<file path="src/rtl/piso_rr_scheduler.sv">
// Round-robin scheduler sharing one MSB-first serializer among N_REQ requesters.
// Every output is registered; an optional idle gap separates consecutive words.
module piso_rr_scheduler #(
  parameter int N_REQ = 4,
  parameter int WIDTH = 8,
  parameter int GAP   = 1
) (
  input  logic                     clk,
  input  logic                     reset,
  input  logic                     en,
  input  logic [N_REQ-1:0]         req,
  input  logic [N_REQ*WIDTH-1:0]   data_in,
  output logic [N_REQ-1:0]         grant,
  output logic                     busy,
  output logic                     serial_out,
  output logic                     serial_valid,
  output logic                     frame_start,
  output logic                     last_bit,
  output logic [$clog2(N_REQ)-1:0] cur_id
);

  localparam int ID_W = $clog2(N_REQ);
  localparam int CW   = $clog2(WIDTH);
  localparam int GW   = (GAP > 1) ? $clog2(GAP) : 1;
  localparam logic [CW-1:0]   CNT_LOAD = CW'(WIDTH - 1);
  localparam logic [GW-1:0]   GAP_LOAD = (GAP > 0) ? GW'(GAP - 1) : {GW{1'b0}};
  localparam logic [ID_W-1:0] PTR_RST  = ID_W'(N_REQ - 1);

  typedef enum logic [1:0] {
    S_IDLE  = 2'd0,
    S_SHIFT = 2'd1,
    S_GAP   = 2'd2
  } state_t;

  state_t            state_r, state_s;
  logic [WIDTH-1:0]  shift_r, shift_s;
  logic [CW-1:0]     bit_cnt_r, bit_cnt_s;
  logic [GW-1:0]     gap_cnt_r, gap_cnt_s;
  logic [ID_W-1:0]   ptr_r, ptr_s;
  logic [ID_W-1:0]   owner_r, owner_s;

  logic [WIDTH-1:0]  words_s [N_REQ];
  logic              win_found_s;
  logic [ID_W-1:0]   win_id_s;
  logic              arb_edge_s;
  logic              arb_go_s;

  logic [N_REQ-1:0]  grant_s;
  logic              busy_s;
  logic              serial_out_s;
  logic              serial_valid_s;
  logic              frame_start_s;
  logic              last_bit_s;
  logic [ID_W-1:0]   cur_id_s;

  // Split the flat data bus into one word per requester.
  always_comb begin
    for (int i = 0; i < N_REQ; i++) begin
      words_s[i] = data_in[i*WIDTH +: WIDTH];
    end
  end

  // Rotating priority search: start just after the last winner and wrap.
  always_comb begin
    logic [ID_W-1:0] idx_v;
    logic            hit_v;
    win_found_s = 1'b0;
    win_id_s    = {ID_W{1'b0}};
    idx_v       = {ID_W{1'b0}};
    hit_v       = 1'b0;
    for (int i = 1; i <= N_REQ; i++) begin
      idx_v       = ID_W'((int'(ptr_r) + i) % N_REQ);
      hit_v       = req[idx_v] & ~win_found_s;
      win_id_s    = hit_v ? idx_v : win_id_s;
      win_found_s = win_found_s | hit_v;
    end
  end

  // Next-state logic; the word-boundary edges double as arbitration edges.
  always_comb begin
    state_s    = state_r;
    shift_s    = shift_r;
    bit_cnt_s  = bit_cnt_r;
    gap_cnt_s  = gap_cnt_r;
    ptr_s      = ptr_r;
    owner_s    = owner_r;
    grant_s    = {N_REQ{1'b0}};
    arb_edge_s = 1'b0;
    arb_go_s   = 1'b0;
    case (state_r)
      S_IDLE: begin
        arb_edge_s = 1'b1;
      end
      S_SHIFT: begin
        if (bit_cnt_r == {CW{1'b0}}) begin
          if (GAP > 0) begin
            state_s   = S_GAP;
            gap_cnt_s = GAP_LOAD;
          end else begin
            state_s    = S_IDLE;
            arb_edge_s = 1'b1;
          end
        end else begin
          shift_s   = {shift_r[WIDTH-2:0], 1'b0};
          bit_cnt_s = bit_cnt_r - {{(CW-1){1'b0}}, 1'b1};
        end
      end
      S_GAP: begin
        if (gap_cnt_r == {GW{1'b0}}) begin
          state_s    = S_IDLE;
          arb_edge_s = 1'b1;
        end else begin
          gap_cnt_s = gap_cnt_r - {{(GW-1){1'b0}}, 1'b1};
        end
      end
      default: begin
        state_s = S_IDLE;
      end
    endcase

    if (arb_edge_s && en && win_found_s) begin
      arb_go_s  = 1'b1;
      state_s   = S_SHIFT;
      shift_s   = words_s[win_id_s];
      bit_cnt_s = CNT_LOAD;
      ptr_s     = win_id_s;
      owner_s   = win_id_s;
      grant_s   = {{(N_REQ-1){1'b0}}, 1'b1} << win_id_s;
    end else begin
      arb_go_s = 1'b0;
    end
  end

  // Output values are derived from the next state so they can be registered.
  always_comb begin
    serial_valid_s = (state_s == S_SHIFT);
    busy_s         = (state_s != S_IDLE);
    serial_out_s   = serial_valid_s & shift_s[WIDTH-1];
    frame_start_s  = arb_go_s;
    last_bit_s     = serial_valid_s && (bit_cnt_s == {CW{1'b0}});
    cur_id_s       = serial_valid_s ? owner_s : {ID_W{1'b0}};
  end

  // Control and datapath state registers.
  always_ff @(posedge clk or posedge reset) begin
    if (reset) begin
      state_r   <= S_IDLE;
      shift_r   <= {WIDTH{1'b0}};
      bit_cnt_r <= {CW{1'b0}};
      gap_cnt_r <= {GW{1'b0}};
      ptr_r     <= PTR_RST;
      owner_r   <= {ID_W{1'b0}};
    end else begin
      state_r   <= state_s;
      shift_r   <= shift_s;
      bit_cnt_r <= bit_cnt_s;
      gap_cnt_r <= gap_cnt_s;
      ptr_r     <= ptr_s;
      owner_r   <= owner_s;
    end
  end

  // Registered outputs.
  always_ff @(posedge clk or posedge reset) begin
    if (reset) begin
      grant        <= {N_REQ{1'b0}};
      busy         <= 1'b0;
      serial_out   <= 1'b0;
      serial_valid <= 1'b0;
      frame_start  <= 1'b0;
      last_bit     <= 1'b0;
      cur_id       <= {ID_W{1'b0}};
    end else begin
      grant        <= grant_s;
      busy         <= busy_s;
      serial_out   <= serial_out_s;
      serial_valid <= serial_valid_s;
      frame_start  <= frame_start_s;
      last_bit     <= last_bit_s;
      cur_id       <= cur_id_s;
    end
  end

endmodule
</file>
<file path="config.mk">
export PLATFORM = sky130hd
export DESIGN_NAME = piso_rr_scheduler
export DESIGN_NICKNAME = d
export VERILOG_FILES = /design/src/rtl/piso_rr_scheduler.sv
export SDC_FILE = /design/constraint.sdc
export NUM_CORES = 1
export LEC_CHECK = 0
export BUFFER_PORTS_ARGS = -buffer_cell sky130_fd_sc_hd__buf_2
export CORE_MARGIN = 2
export CORE_UTILIZATION = 44
export DETAILED_ROUTE_END_ITERATION = 8
export PLACE_DENSITY = 0.81
export SLEW_MARGIN = 10
export SYNTH_ARGS = -nofsm -noshare
export SYNTH_HDL_FRONTEND = slang
export SYNTH_SLANG_ARGS = --single-unit
export TNS_END_PERCENT = 10
</file>
<file path="constraint.sdc">
create_clock -name clk -period 1.79 [get_ports clk]
set_input_delay 0.0895 -clock clk [delete_from_list [all_inputs] [get_ports clk]]
set_output_delay 0.0895 -clock clk [all_outputs]
set_load 0.005 [all_outputs]
</file>
* After elaboration in Yosys (flattened, before gate mapping) *
Index checks and enable logic that the tools add are counted.

word-level totals
  register bits after elaboration = 29
  bits of input ports = 39
  output and inout bits = 11
  word-level logic and storage cells = 87

operators by class
  add/subtract/negate cells = 6
  order comparisons = 5
  equality and inequality tests = 5
  shifts and indexed selects = 1
  mux-type cells = 34
  bitwise logic cells = 11
  reduce and logical (&&, ||, !) cells = 11

operators with widths
  cell                 count
  $mux 8               5
  $mux 2               9
  $bmux 8 s2           1
  $lt 2x3->1 const B   4
  $mux 3               3
  $bmux 1 s2           4
  $mux 1               8
  $logic_not 3->1      2
  $pmux 2 s3           1
  $reduce_bool 2->1    3
  $add 2x1->2 const B  2
  $add 2x2->2 const B  2
  $and 1x1->1          4
  $eq 2x1->1 const B   2
  $mux 4               1
  $pmux 1 s2           2
  $reduce_and 2->1     2
  $shl 1x2->4 const A  1
  $ge 3x3->1 const B   1
  $logic_and 1x1->1    3
  $not 1->1            3
  $not 2->3            1
  $or 1x1->1           3
  $sub 3x1->3 const B  1
  other kinds (5)      5

* Longest topological paths before layout *
Gate-level depths: netlist (run 1).

  depth after elaboration = 18
  mapped depth = 7
  gate-level depth less buffers = 6

* Worst setup path before layout (run 1) *
Ideal clock, no wire load.

  path type = register to register
  start point = register ptr_r[1]
  end point = register serial_out
  setup time = 138 ps
  arrival = 1694 ps
  required time = 1652 ps
  slack = -42 ps
  cell stages (with the launch flop) = 7
  path buffers = 1
  period minus slack after synthesis = 1832 ps
  cell sequence = dfstp_2 -> mux2i_1 -> o22ai_1 -> a21oi_1 -> clkbuf_1 -> mux2i_1 -> o221ai_1

on the way
  word-level cells in the longest chain between the ends = 18
  elaborated cells between the ends (all ways) = 34
  those cells by class = add/sub (4); eq/ne (1); mux (17); bitwise (11); reduce/logical (1)

ends and longest elaborated chain
  element                                     RTL line  RTL
  start, declared                             39        logic [ID_W-1:0] ptr_r, ptr_s;
  start signal, assigned                      158       ptr_r <= ptr_s;
  $add 2x1->2                                 72        idx_v = ID_W'((int'(ptr_r) + i) % N_REQ);
  $bmux 1 s2                                  73        hit_v = req[idx_v] & ~win_found_s;
  $mux 1 (not written as such)                73
  $not 1->1                                   73
  $and 1x1->1                                 73
  $or 1x1->1                                  75        win_found_s = win_found_s | hit_v;
  $not 1->1                                   73
  $and 1x1->1                                 73
  (+2 left out)                               n/a
  $and 1x1->1                                 73
  $mux 2                                      74        win_id_s = hit_v ? idx_v : win_id_s;
  $not 2->3 (not written as such)             124       shift_s = words_s[win_id_s];
  $bmux 8 s2                                  124
  $mux 8 (not written as such) (2 in series)  124
  $mux 8                                      121       if (arb_edge_s && en && win_found_s) begin
  $and 1x1->1 (*)                             138       serial_out_s = serial_valid_s & shift_s[WIDTH-1];
  via serial_out_s                            50        logic serial_out_s;
  end signal, assigned                        176       serial_out <= serial_out_s;
  end, declared                               15        output logic serial_out,

Mark *: on every way through the listed nets, which the timed path passes. The rest lies on a longest branch. The select of a mux whose other input is x is not followed.
A chain may end at the register's enable or synchronous reset.

* Worst setup path after layout (run 1) *
  start point = register ptr_r[1]
  end point = register shift_r[4]

on the way
  word-level cells in the longest chain between the ends = 17
  elaborated cells between the ends (all ways) = 34
  those cells by class = add/sub (4); eq/ne (1); mux (16); bitwise (10); reduce/logical (3)

ends and longest elaborated chain
  element                                     RTL line  RTL
  $add 2x1->2                                 72
  $bmux 1 s2                                  73
  $mux 1 (not written as such)                73
  $not 1->1                                   73
  $and 1x1->1                                 73
  $or 1x1->1                                  75
  $not 1->1                                   73
  $and 1x1->1                                 73
  $or 1x1->1                                  75
  $not 1->1                                   73
  $and 1x1->1                                 73
  $mux 2                                      74
  $not 2->3 (not written as such)             124
  $bmux 8 s2                                  124
  $mux 8 (not written as such) (2 in series)  124
  $mux 8                                      121
  end signal, assigned                        148       shift_r <= {WIDTH{1'b0}};
  end signal, assigned                        155       shift_r <= shift_s;
  end, declared                               36        logic [WIDTH-1:0] shift_r, shift_s;

Several ways; a longest one is shown, not always the timed one. The select of a mux whose other input is x is not followed.

==> results of run 1 <==
==> through the flow <==
stage               util, %  cells  worst slack, ns  total power, W
floorplan                 -    135          0.00962         0.00204
detailed placement     60.5    238           -0.220         0.00260
global route           63.9    244           -0.267         0.00325
finish                 63.9    244           -0.234         0.00303
global placement       60.5    238          -0.0848         0.00251
CTS                    63.3    244          -0.0908         0.00296
==> cell usage in the layout, fill, tap and decap left out, types with 2 or more instances in the layout <==
cell type	count
sky130_fd_sc_hd__a221oi_2	5
sky130_fd_sc_hd__o21ai_1	3
sky130_fd_sc_hd__and3_1	2
sky130_fd_sc_hd__clkbuf_4	3
sky130_fd_sc_hd__buf_2	49
sky130_fd_sc_hd__nand2b_1	6
sky130_fd_sc_hd__nand2_2	2
sky130_fd_sc_hd__dfrtp_1	25
sky130_fd_sc_hd__nor2_1	6
sky130_fd_sc_hd__and2_4	2
sky130_fd_sc_hd__ha_1	3
sky130_fd_sc_hd__a2111oi_1	3
sky130_fd_sc_hd__o221ai_1	2
sky130_fd_sc_hd__a2111oi_0	2
sky130_fd_sc_hd__dfstp_2	2
sky130_fd_sc_hd__nand2_1	16
sky130_fd_sc_hd__mux2i_2	3
sky130_fd_sc_hd__inv_1	8
sky130_fd_sc_hd__buf_4	13
sky130_fd_sc_hd__a21boi_0	6
sky130_fd_sc_hd__mux2i_1	14
sky130_fd_sc_hd__nor2b_1	3
sky130_fd_sc_hd__buf_6	4
==> worst max-delay path, cell delays in order (launching register included) <==
cell and delay (ns):
sky130_fd_sc_hd__dfstp_2 0.60, sky130_fd_sc_hd__and3_1 0.18, sky130_fd_sc_hd__a31oi_2 0.05, sky130_fd_sc_hd__and2_4 0.16
sky130_fd_sc_hd__buf_12 0.15, sky130_fd_sc_hd__a2111oi_0 0.64, sky130_fd_sc_hd__a221oi_2 0.08
==> logic make-up after synthesis <==
group | after synthesis | synth area share (%)
xor gates and xnor gates | 1 | 0.607
and+or+nand+nor | 41 | 13.5
muxes | 17 | 11.8
DFF | 27 | 47.0
buffers and inverters | 16 | 5.46
adders and majority gates | 3 | 2.60
AOI/OAI and AO/OA | 30 | 19.1
==> worst paths after layout <==
kind | startpoint | endpoint | slack (ns) | cells past startpoint
worst min register to register | owner_r[1] | owner_r[1] | 0.50 | 2
max in group asynchronous | reset | state_r[0] | 0.88 | 4
min in group asynchronous | reset | serial_out | 0.33 | 3
worst min-delay path | data_in[8] | shift_r[0] | 0.05 | 3
worst max-delay path | ptr_r[1] | shift_r[4] | -0.23 | 6
worst max register to register | ptr_r[1] | shift_r[4] | -0.23 | 6
==> layer usage <==
metal  track usage (%)  up-vias  part of all wire, %
li1                  -      614                    -
met1              26.3      594                   43
met2              36.5       39                   51
met3              3.15        5                  4.6
met4              6.52        0                  1.4
met5                 0        -                    0
==> synth_stat cells <==
library cell,instances
sky130_fd_sc_hd__o221ai_1,2
sky130_fd_sc_hd__nor3b_1,1
sky130_fd_sc_hd__and2_1,3
sky130_fd_sc_hd__o21ai_1,3
sky130_fd_sc_hd__ha_1,3
sky130_fd_sc_hd__buf_8,1
sky130_fd_sc_hd__nor2b_1,3
sky130_fd_sc_hd__dfstp_2,2
sky130_fd_sc_hd__nand3_1,1
sky130_fd_sc_hd__a221oi_2,3
sky130_fd_sc_hd__inv_2,1
sky130_fd_sc_hd__a2111oi_0,6
sky130_fd_sc_hd__o41ai_2,1
sky130_fd_sc_hd__o22ai_1,1
sky130_fd_sc_hd__and3_1,2
sky130_fd_sc_hd__dfrtp_1,25
sky130_fd_sc_hd__clkbuf_1,2
sky130_fd_sc_hd__a31oi_2,1
sky130_fd_sc_hd__nand2b_1,6
sky130_fd_sc_hd__nor2_1,6
sky130_fd_sc_hd__a21oi_1,2
sky130_fd_sc_hd__a221oi_1,3
sky130_fd_sc_hd__nand2_1,18
sky130_fd_sc_hd__nor3_1,1
sky130_fd_sc_hd__a21boi_0,6
sky130_fd_sc_hd__o211ai_1,1
sky130_fd_sc_hd__buf_4,1
sky130_fd_sc_hd__a31oi_4,1
sky130_fd_sc_hd__buf_2,3
sky130_fd_sc_hd__inv_1,8
sky130_fd_sc_hd__xnor2_1,1
sky130_fd_sc_hd__mux2i_1,17
==> area by class of cell <==
| class | instances | area [um2] | area share [%] |
|---|---|---|---|
| repair buffers | 68 | 418 | 21.2 |
| clock inverters | 1 | 8.76 | 0.445 |
| clock buffers | 3 | 22.5 | 1.15 |
| multi-input cells | 92 | 751 | 38.2 |
| well taps | 44 | 55.1 | 2.80 |
| flip-flops and latches | 27 | 678 | 34.5 |
| inverters | 9 | 33.8 | 1.72 |
==> timing repair <==
| action | in CTS | in global routing |
|---|---|---|
| cloned | 0 | 0 |
| pin swaps | 5 | 5 |
| hold buffers | 1 | 0 |
| resized for setup | 12 | 8 |
| buffers inserted | 1 | 1 |
| endpoints found under the hold margin | 13 | 0 |
| setup endpoints to repair | 15 | 15 |
==> report_power, final <==
group / switching (W) / internal (W) / leakage, nW
clock network: 0.000205 / 0.0000917 / 0.0183
registers: 0.000133 / 0.000891 / 0.327
logic: 0.000847 / 0.000865 / 0.641
==> registers in the layout (all words and copies together), names as in the netlist <==
name / cells
busy: 1
serial_valid: 1
serial_out: 1
last_bit: 1
ptr_r: 2
state_r: 2
owner_r: 2
frame_start: 1
cur_id: 2
shift_r: 7
bit_cnt_r: 3
grant: 4
==> impl.org, run 1 <==
** Finish
- Number of nets at the end of the flow :: 243
- Count of inserted antenna diode cells :: 0
- The finished cells cover 1970 um2.
- In the final layout, the share of cells above drive strength 1 is between 40% and 50%.
- Area growth from synthesis to layout :: 36.2%
- The layout has 244 filler cells.

** Floorplanning
- Full die area :: 3760 um2
- Initial Utilization :: 46.9%
- Num ports :: 50
- The initialized floorplan defines 20 standard-cell rows.
- Die X-Extent :: 61.3 um
- CORE AREA :: 3080 um2
- Die boundary height :: 61.3 um

** STA
- Setup Total Neg Slack :: -0.694 ns
- Setup violations remaining at the end of the flow were counted as 9.
- In the post-route analysis, the smallest setup slack over all paths is -0.234 ns.
- Hold is met by 0.0547 ns.
- Tcrit/Tclk final :: 113%
- Setup repair after global routing missed its margin :: true
- In this run the tightest slew margin relative to its limit is around a third.
- Final critical path time including I/O delays and setup :: about 2.0 ns
- For the final database, setup skew stands at 0.00773 ns.
- Final hold vios :: 0
- The number of pins exceeding their max-slew limit in the final report was 0.
- Transition time at the pin with the least slew margin :: 1.01 ns
- Peak Freq :: 0.494 GHz

** Synthesis
- Of all cell types, the one taking the most synthesized area is sky130_fd_sc_hd__dfrtp_1.
- Sequential-to-total area share from yosys stat :: 47.0%
- Distinct cell type count after synthesis :: 32
- The top cell type by area accounts for 43.3% of the synthesized area.
- For this run, the number of Yosys warnings is 0.
- Synthesis inferred 27 register bits.
- After synthesis, the mean cell area works out to approximately 11 um2.
- The mapped netlist covers between 1000 and 1500 um2.
- Post-Syn Instances :: 135
- Number of nets produced by synthesis :: 177
- Sorting the synthesized cells by area gives the leading types as sky130_fd_sc_hd__dfrtp_1 (43%), sky130_fd_sc_hd__mux2i_1 (12%), sky130_fd_sc_hd__nand2_1 (4.7%), sky130_fd_sc_hd__dfstp_2 (3.6%), sky130_fd_sc_hd__a2111oi_0 (3.6%).

** Status
- Outcome :: finished, violations left
- Violated checks :: setup timing

** Routing
- Total number of vias :: 1,252
- Once detail routing completed, the nets flagged for antenna violations numbered 0.
- The first detailed-routing pass ran for 4 iterations.
- Post-detailed-route via-to-cell ratio :: 5.13
- Average wire per standard cell :: 14.6 um
- Detailed-route wire length :: 3570 um
- DRC :: 0
- Initial DRC Count :: 26

** Placed design
- Total of buffers placed on input and output ports :: 49
- Final weighted congestion in routability-driven placement :: 0.801
- Placed cell area :: 1860 um2
- Summed over all nets, the half-perimeter wirelength after detailed placement is 2680 um.

** Global route
- The number of antenna violations at the first check in global routing was 0.
- Pin count of the biggest net entering global routing :: 19
- Number of global-route vias before repair :: 1,260
- For this run the aggregate overflow at the end of global routing stands at 0.
- Global-route wire length before repair :: ~5700 um
- Global routing used about a fifth of the available tracks across all layers.

** Worst setup path
- STA classifies the critical path startpoint as a flip-flop.
- Data arrives at the worst endpoint at 2.21 ns.
- Category of the most critical setup path :: reg -> reg
- The worst setup path is captured at a flip-flop.
- At the worst endpoint, the required time is approximately 2.0 ns.
- Along the worst path, the maximum fanout reaches 18.

** Clock tree
- Clock-pin slew was measured on the worst setup and hold paths at 0.16 ns.
- Number of levels in the clock H-tree :: 1
- Clock network latency to the later pin of the worst-skew pair :: 0.35 ns
- Buffer levels on the longest clock path :: 2
- Root buffer cell :: sky130_fd_sc_hd__clkbuf_4
- TritonCTS built the clock tree.
- For this design, the sink count on the clock tree is 27.
- TritonCTS created 3 clock buffers.

** Pwr
- Power density over the cells :: 1540 nW/um2
- Static leakage :: 0.987 nW
- VDD sags by at most 0.702 mV.

** Run
- # Max-Cap Violations :: 0

** Hold path
- Path class of the lowest-slack min-delay path :: in -> reg
(Power assumes the default switching activity.)
==> run 2, diff against run 1 <==
==> constraint.sdc (replaced) <==
create_clock -name clk -period 1.8 [get_ports clk]
set_input_delay 0.09 -clock clk [delete_from_list [all_inputs] [get_ports clk]]
set_output_delay 0.09 -clock clk [all_outputs]
set_load 0.05 [all_outputs]
==> impl.org, run 2 (same netlist as run 1, synthesis figures left out) <==
** STA
- For the pin with the worst max-slew slack, the measured transition is 0.932 ns.
- Setup violations remaining at the end of the flow were counted as 6.
- Worst clock skew :: approximately 0.015 ns
- The number of pins exceeding their max-slew limit in the final report came to 0.
- Setup slack on the critical path of the routed design comes to -0.0454 ns.
- Peak Freq :: 0.542 GHz
- Setup repair after global routing missed its margin :: true
- Max-slew headroom :: between 30% and 40%
- Adding up every negative setup slack in the final design gives -0.120 ns.
- Tcrit/Tclk final :: 103%
- Final critical path time including I/O delays and setup :: 1.85 ns
- Final hold vios :: 0

** Routing
- DRC :: 0
- Once detail routing completed, the nets flagged for antenna violations numbered 0.
- The final layout contains routed wiring with a total length of 3380 um.
- Post-detailed-route via-to-cell ratio :: 5.27
- After detailed routing, the average wire length per cell comes to 13.9 um.
- For this block, the initial DRC count from the detailed router was 30.
- Total number of vias :: ~1,300
- Before antenna repair, the detailed router went through 4 iterations.

** Worst setup path
- Endpoint arrival time on the critical path :: 2.08 ns
- Of all nets on the critical path, the largest fanout is 4.
- The worst setup path is of the reg -> reg kind.
- The worst setup path is captured at a flip-flop.
- STA classifies the critical path startpoint as a flip-flop.
- At the worst endpoint, the required time is 2.03 ns.

** Floorplanning
- Die X-Extent :: 61.3 um
- The region available for standard cell placement spans 3080 um2.
- Full die area :: 3760 um2
- Initial Utilization :: 46.9%
- In this run the core area contains 20 standard-cell rows.
- Num ports :: 50
- In this run the vertical extent of the chip is 61.3 um.

** Finish
- Summing all non-filler instances in the final layout gives an area of 1950 um2.
- Utilization of the core after routing :: 63.4%
- The layout has between 200 and 300 filler cells.
- Leading registers by flop count :: shift_r x7, grant x4, bit_cnt_r x3
- Register ranked first by flip-flop count :: shift_r
- The post-route netlist has 44.2% of its cells at a drive strength greater than 1.
- Top library cells by usage in the layout, fill and taps aside :: sky130_fd_sc_hd__buf_2 (49), sky130_fd_sc_hd__dfrtp_1 (25), sky130_fd_sc_hd__nand2_1 (18)
- Combined flip-flop and latch cell area :: 678 um2
- The number of antenna diodes in the final layout is 0.
- Area growth from synthesis to layout :: 35.1%
- Most common cell after layout, fill and taps aside :: sky130_fd_sc_hd__buf_2
- The multi-input combinational cells in the finished layout cover a total of approximately 740 um2.
- After the last flow step, the layout net total stands at about 240.
- Number of flip-flops in the largest register :: 7

** Pwr
- VDD sags by at most ~0.7 mV.
- Net switching power figure :: 0.00143 W
- Net switching fraction of the power :: 44.0%
- Sequential cells burn about a third of the power.
- For this design the ratio of total power to cell area is about 1700 nW/um2.
- Relative contribution of combinational cells to total power :: between 50% and 60%
- Internal power comes to roughly 0.0018 W.
- The clock network accounts for 8.6% of the total power.
- Summed over all cells, the static leakage comes to slightly below 1 nW.

** Placed design
- Hpwl dp :: 2710 um
- Routability-driven placement finished with a final weighted congestion of 0.799.
- Placed cell area :: approximately 1900 um2
- Worst setup slack after placement :: -0.207 ns
- Port buffering added 49 buffers.

** Clock tree
- In this run the number of H-tree levels came out at 1.
- TritonCTS built the clock tree.
- TritonCTS created 3 clock buffers.
- Buffer levels on the longest clock path :: 2
- Clock network latency to the later pin of the worst-skew pair :: between 0.3 and 0.4 ns
- CTS placed an instance of sky130_fd_sc_hd__clkbuf_4 at the clock tree root.
- Clock tree synthesis found a total of 27 sinks.
- Clock transition at the registers of the reported paths :: 0.16 ns

** Status
- Outcome :: finished, violations left
- Violated checks :: setup timing

** Global route
- The number of global-route vias before repair was 1,257.
- Grt total ovfl :: 0
- Entering global routing, the biggest net connects 19 pins.
- The number of antenna violations at the first check in global routing came to 0.
- Global-route wire length before repair :: 5400 um
- Total routing resource utilization after global routing :: between 10% and 20%

** Run
- Across the run, the number of max-cap violations was 0.

** Hold path
- The path class of the tightest hold or removal check is in -> reg.
## run 2: cell count changes in the layout (fill, tap and decap cells not counted)
cell / change
sky130_fd_sc_hd__nor2_2: +1
sky130_fd_sc_hd__and2_4: -1
sky130_fd_sc_hd__a221oi_1: +2
sky130_fd_sc_hd__buf_6: -2
sky130_fd_sc_hd__and2_1: +1
sky130_fd_sc_hd__nor2b_2: +1
sky130_fd_sc_hd__a221oi_2: -2
sky130_fd_sc_hd__a2111oi_0: -1
sky130_fd_sc_hd__nand2_1: +2
sky130_fd_sc_hd__buf_12: +1
sky130_fd_sc_hd__nand2_2: -2
sky130_fd_sc_hd__nor2b_1: -1
sky130_fd_sc_hd__nor2_1: -1
sky130_fd_sc_hd__a2111oi_1: +1
## run 2: power groups by stage
| stage | logic, W | registers (W) | clock network (W) |
|---|---|---|---|
| final | 0.00194 | 0.00102 | 0.000280 |
| after global routing | 0.00211 | 0.00105 | 0.000305 |
| after CTS | 0.00189 | 0.00101 | 0.000278 |
| after detailed placement | 0.00184 | 0.00103 | 0 |
| after global placement | 0.00176 | 0.00102 | 0 |
| after floorplan | 0.00100 | 0.00130 | 0 |
## run 2: metrics by stage
stage               instances  hold WS, ns  power [W]
floorplan                 135        0.141    0.00231
global placement          237        0.158    0.00277
detailed placement        237        0.176    0.00287
CTS                       243       0.0674    0.00318
global route              243       0.0710    0.00346
finish                    243       0.0586    0.00325
## run 2: cell type report
type / instances / share of cell area [%]
inverter: 9 / 1.73
timing repair buffer: 67 / 21.3
clock buffer: 3 / 1.15
multi-input combinational: 92 / 37.8
tap: 44 / 2.82
clock inverter: 1 / 0.449
sequential: 27 / 34.8
## run 2: final timing paths
kind,startpoint,to,slack [ns],cells past startpoint
min,data_in[8],shift_r[0],0.06,3
max reg2reg,ptr_r[1],serial_out,-0.05,7
max,ptr_r[1],serial_out,-0.05,7
min reg2reg,owner_r[1],owner_r[1],0.51,2
max in group asynchronous,reset,bit_cnt_r[0],0.89,4
min in group asynchronous,reset,grant[2],0.33,3
## run 2: routing by layer
| layer | global-route usage (%) | part of all wire (%) | vias to the layer above |
|---|---|---|---|
| li1 | - | - | 610 |
| met1 | 24.0 | 42 | 599 |
| met2 | 34.2 | 50 | 60 |
| met3 | 3.15 | 6.0 | 11 |
| met4 | 10.2 | 2.7 | 0 |
| met5 | 0 | 0 | - |
## run 2: worst max-delay path, cell delays in order (launching register included)
cell                       delay [ns]
sky130_fd_sc_hd__dfstp_2         0.59
sky130_fd_sc_hd__buf_6           0.11
sky130_fd_sc_hd__mux2i_1         0.19
sky130_fd_sc_hd__o22ai_1         0.11
sky130_fd_sc_hd__a21oi_2         0.22
sky130_fd_sc_hd__buf_4           0.19
sky130_fd_sc_hd__mux2i_2         0.22
sky130_fd_sc_hd__o221ai_1        0.13
## run 2: timing repair
action,in CTS,in global routing
cloned,0,0
pin swaps,1,1
hold endpoints to repair,13,0
setup endpoints to repair,13,9
hold buffers,1,0
gates resized for setup,7,9
setup buffers,1,0
